`config.mk`:
```
export PLATFORM = sky130hd
export DESIGN_NAME = pipeline_ctrl
export DESIGN_NICKNAME = d
export VERILOG_FILES = /design/src/rtl/pipeline_ctrl.sv
export SDC_FILE = /design/constraint.sdc
export NUM_CORES = 1
export LEC_CHECK = 0
export ABC_AREA = 1
export BUFFER_PORTS_ARGS = -buffer_cell sky130_fd_sc_hd__buf_4
export CAP_MARGIN = 20
export CORE_MARGIN = 2
export CORE_UTILIZATION = 39
export DETAILED_ROUTE_END_ITERATION = 10
export PLACE_DENSITY_LB_ADDON = 0.1
export SKIP_LAST_GASP = 1
export SLEW_MARGIN = 20
export SYNTH_ARGS = -nofsm -noshare
export SYNTH_HDL_FRONTEND = slang
export SYNTH_SLANG_ARGS = --single-unit
export TNS_END_PERCENT = 20
```
`constraint.sdc`:
```
create_clock -name i_clk -period 1.7 [get_ports i_clk]
set_clock_uncertainty 0.05 [all_clocks]
set_input_delay 0.34 -clock i_clk [delete_from_list [all_inputs] [get_ports i_clk]]
set_output_delay 0.34 -clock i_clk [all_outputs]
set_load 0.02 [all_outputs]
```
`src/rtl/pipeline_ctrl.sv`:
```
// pipeline_ctrl: valid-bit tracking and stall/clear/flush/drain control for a
// DEPTH-stage data pipeline. A word accepted upstream appears at the last stage
// DEPTH cycles later when nothing stalls.
// Optional build macro PIPELINE_CTRL_STALL_STATS_EN adds o_stall_cycles, a
// saturating 16-bit count of stalled cycles.
module pipeline_ctrl #(
  parameter int DEPTH = 4
) (
  input  logic        i_clk,
  input  logic        i_resetn,
  input  logic        i_in_valid,
  output logic        o_in_ready,
  output logic        o_out_valid,
  input  logic        i_out_ready,
  input  logic        i_flush,
  input  logic        i_drain,
  output logic        o_stall,
  output logic        o_clear,
  output logic        o_drained,
`ifdef PIPELINE_CTRL_STALL_STATS_EN
  output logic [15:0] o_stall_cycles,
`endif
  output logic [4:0]  o_occupancy
);

  typedef enum logic [1:0] {RUN, DRAIN, FLUSH} state_t;

  state_t           state, state_nxt;
  logic [DEPTH-1:0] vld_pipe, vld_nxt;
  logic             accept, consume, drained_nxt;

  // Clear must win over hold, so nothing stalls or leaves the pipe in FLUSH.
  assign o_out_valid = vld_pipe[DEPTH-1] && (state != FLUSH);
  assign o_stall     = vld_pipe[DEPTH-1] && !i_out_ready && (state != FLUSH);
  assign o_in_ready  = !o_stall && (state == RUN);
  assign o_clear     = (state == FLUSH);
  assign accept      = i_in_valid && o_in_ready;
  assign consume     = o_out_valid && i_out_ready;

  // Next valid vector: wipe on flush, hold on stall, otherwise advance one stage.
  always_comb begin
    vld_nxt = vld_pipe;
    if (state == FLUSH) begin
      vld_nxt = '0;
    end else if (!o_stall) begin
      vld_nxt[0] = accept;
      for (int k = 1; k < DEPTH; k++) vld_nxt[k] = vld_pipe[k-1];
    end
  end

  // Mode sequencing; flush outranks drain, drain ends once the pipe is empty.
  always_comb begin
    state_nxt   = state;
    drained_nxt = 1'b0;
    case (state)
      RUN: begin
        if (i_flush)      state_nxt = FLUSH;
        else if (i_drain) state_nxt = DRAIN;
      end
      DRAIN: begin
        if (i_flush) begin
          state_nxt = FLUSH;
        end else if (o_occupancy == 5'd0) begin
          state_nxt   = RUN;
          drained_nxt = 1'b1;
        end
      end
      FLUSH:   state_nxt = RUN;
      default: state_nxt = RUN;
    endcase
  end

  // State, valid vector and drain-complete pulse registers.
  always_ff @(posedge i_clk or negedge i_resetn) begin
    if (!i_resetn) begin
      state     <= RUN;
      vld_pipe  <= '0;
      o_drained <= 1'b0;
    end else begin
      state     <= state_nxt;
      vld_pipe  <= vld_nxt;
      o_drained <= drained_nxt;
    end
  end

  // Occupancy counter; tracks popcount of the valid vector without an adder tree.
  always_ff @(posedge i_clk or negedge i_resetn) begin
    if (!i_resetn) begin
      o_occupancy <= 5'd0;
    end else if (state == FLUSH) begin
      o_occupancy <= 5'd0;
    end else begin
      case ({accept, consume})
        2'b10:   o_occupancy <= o_occupancy + 5'd1;
        2'b01:   o_occupancy <= o_occupancy - 5'd1;
        default: o_occupancy <= o_occupancy;
      endcase
    end
  end

`ifdef PIPELINE_CTRL_STALL_STATS_EN
  // Saturating stall-cycle counter, cleared only by reset.
  always_ff @(posedge i_clk or negedge i_resetn) begin
    if (!i_resetn)                              o_stall_cycles <= 16'd0;
    else if (o_stall && o_stall_cycles != 16'hFFFF) o_stall_cycles <= o_stall_cycles + 16'd1;
  end
`endif

endmodule

```
==> metrics.cfg <==
[logic_synthesis]
synth.avg_cell_area_um2=8.02
ys_seq_elements=12
synth_nets=104
synthArstFlopShare_pct=100
synth_top_area_share_pct=39.0
synth_top_area_cell=dfrtp_1
synth_seq_area_share_pct=39.0
netlist_area_um2=769
yosysMostFrequentCell=nand2_1
ys.warnings.count=0
synth_edf_count=0
yosys-top-cells-area=dfrtp_1, nand2_1, inv_1
post_synth_num_cell_types=23
synthTopCellsByCount=nand2_1, inv_1, dfrtp_1
synthCells=96
synth_ff_type=dfrtp_1

[routing]
viasPerCell=4.48
vias=708
drt_first_pass_iters=4
drtIter0Drc=7
totalWireLength_mm=1.64
drtAntennaViolNets=0
wire_per_inst_um=10.4
drc=0

[setup_path]
worstPathCellList=buf_4 > nor2_4 > nand3_4 > nand2_4 > inv_2 > ha_4 > nand4_1 > nand2_1 > inv_2 > nand2_1 > nand2_1 > nand3_1 > nand2_1
critPathSlowestCell=dfrtp_1
worst-path-max-fanout=4
arrival_ns=1.85
critPathLaunchType=register
criticalPathCategory=register to register
crit_required_ns=1.81
crit_family=simple AND/OR/NAND/NOR gates
path_common_cell=nand2_1
endpoint_kind=register
critPathMaxStageDelay_ns=0.39
worst-path-buf-inv=3

[pwr]
power_leakage_uw=0.000617
vdd_drop_max_uv=576
clkPwrFrac_pct=12.9
p_int_uw=766
p_comb_share_pct=53.8
p_seq_share_pct=33.3
power_density_nw_per_um2=1220
netSwitchingFraction_pct=42.6
p_sw_uw=567

[final_layout]
drive_gt1_share_pct=47.3
final_cell_count_no_fill=158
regArea_um2=302
fillCellCount=183
multiInputGateArea_um2=419
final_net_count=141
fin_util_pct=57.6
antenna_cells=0
layout-area-overhead-vs-synth_pct=42.3

[cts]
cts_buffers=3
clockRootBuffer=clkbuf_4
cts_tree=done
cts_buffer_depth=2
clk_pin_slew_ns=0.07
clk_latency_ns=0.26
cts_max_level=1
clock_sinks=12

[sta]
relSlewSlack_pct=82.7
finalCritPeriodShare_pct=102
max_freq_ghz=0.576
timing.final.crit_period_ns=1.74
grt_setup_unrepaired=yes
slew_viol_final=0
setup_ws_ns=-0.0370
tightest_slew_ns=0.256
fin_setup_tns_ns=-0.0370
finalSetupViolCount=1
timing.hold.ws_ns=0.192
hold_viol=0

[placement]
routabilityCongestion=0.883
io_buffers=15
place_hpwl_mm=1.33
dp.cells=150

[global_route]
grt_max_degree=13
antenna_found_initial=0
grt_pass1_vias=668
overflow=0
grt_use_total_pct=16.2
grt_pass1_wl_mm=3.03

[status]
status=complete, but fails checks
violations=negative setup slack

[flow_run]
drv_cap=0

[floorplanning]
die_height_um=48.4
dieWidth_um=48.4
placementRows=16
core_um2=1900
io_pins=16
design.die.area_um2=2340
initial_core_util_pct=40.5

[worst_hold_path]
min_path_type=input port to register

[sequential cells by signal (all words and copies together) (netlist names)]
name         cells
o_occupancy      5
vld_pipe         4
state            2
o_drained        1
[cells in the final DEF (no fill, tap or decap)]
cell,n
a21oi_1,1
buf_4,31
clkbuf_4,3
dfrtp_1,11
dfrtp_2,1
dlygate4sd3_1,1
ha_1,1
ha_4,1
inv_1,13
inv_2,7
nand2_1,16
nand2_2,8
nand2_4,3
nand3_1,7
nand3_2,3
nand3_4,1
nand4_1,1
nor2_1,7
nor2_4,2
nor2_8,1
nor3_1,2
nor4_1,1
o211ai_1,1
o21ai_0,3
o21ai_1,3
o22ai_2,1
xor2_1,1
[power groups by stage]
stage / logic, µW / registers (µW) / clock network (µW)
2_1_floorplan: 370 / 503 / 0
3_3_place_gp: 691 / 450 / 0
3_5_place_dp: 693 / 449 / 0
4_1_cts: 698 / 443 / 177
5_1_grt: 800 / 458 / 195
6_report: 717 / 444 / 172
[metal layers]
layer | part of all wire, % | global-route usage, % | wire, µm | vias up
met2 | 49 | 26.2 | 798 | 9
met4 | 0.79 | 4.29 | 13 | 0
met3 | 2.9 | 2.16 | 48 | 2
met1 | 47 | 23.1 | 776 | 324
met5 | 0 | 0 | 0 | -
li1 | - | - | - | 373
[layout make-up]
cell class	count	share of cell area, %
multi-input combinational	64	38.3
sequential	12	27.5
timing repair buffer	32	22.2
inverter	20	6.86
tap	27	3.09
clock buffer	3	2.06
[path summary, 6_finish.rpt]
check,end,cells past startpoint,slack [ns],from
worst min register to register,vld_pipe[0],2,0.44,vld_pipe[0]
max in group asynchronous,state[1],2,1.02,i_resetn
worst max register to register,o_occupancy[4],13,-0.04,state[0]
min in group asynchronous,vld_pipe[2],2,0.40,i_resetn
worst min-delay path,o_drained,2,0.19,i_flush
worst max-delay path,o_occupancy[4],13,-0.04,state[0]
[kinds of logic (layout without fill, tap and decap cells)]
| family | Yosys count | in the layout | share of synthesized area, % |
|---|---|---|---|
| buf+inv | 20 | 55 | 9.76 |
| compound gates | 9 | 9 | 7.15 |
| fa+ha+maj | 2 | 2 | 3.25 |
| simple gates | 52 | 52 | 39.7 |
| xor+xnor | 1 | 1 | 1.14 |
| flops | 12 | 12 | 39.0 |
[stage by stage]
step | power [µW] | worst slack (ns) | instance area (µm²)
after detailed placement | 1140 | -0.0244 | 1020
final | 1330 | -0.0370 | 1090
after global placement | 1140 | -0.0222 | 1020
after CTS | 1320 | -0.0365 | 1050
after global routing | 1450 | -0.129 | 1090
after floorplan | 873 | 0.0110 | 782
[what timing repair did]
item / in CTS / in global routing
endpoints found under the hold margin: 12 / 0
gates resized for setup: 1 / 4
endpoints found under the setup margin: 4 / 5
buffers inserted: 0 / 4
pin swaps: 0 / 4
hold buffers: 1 / 0
No activity file was read; power rests on OpenSTA's default activity.
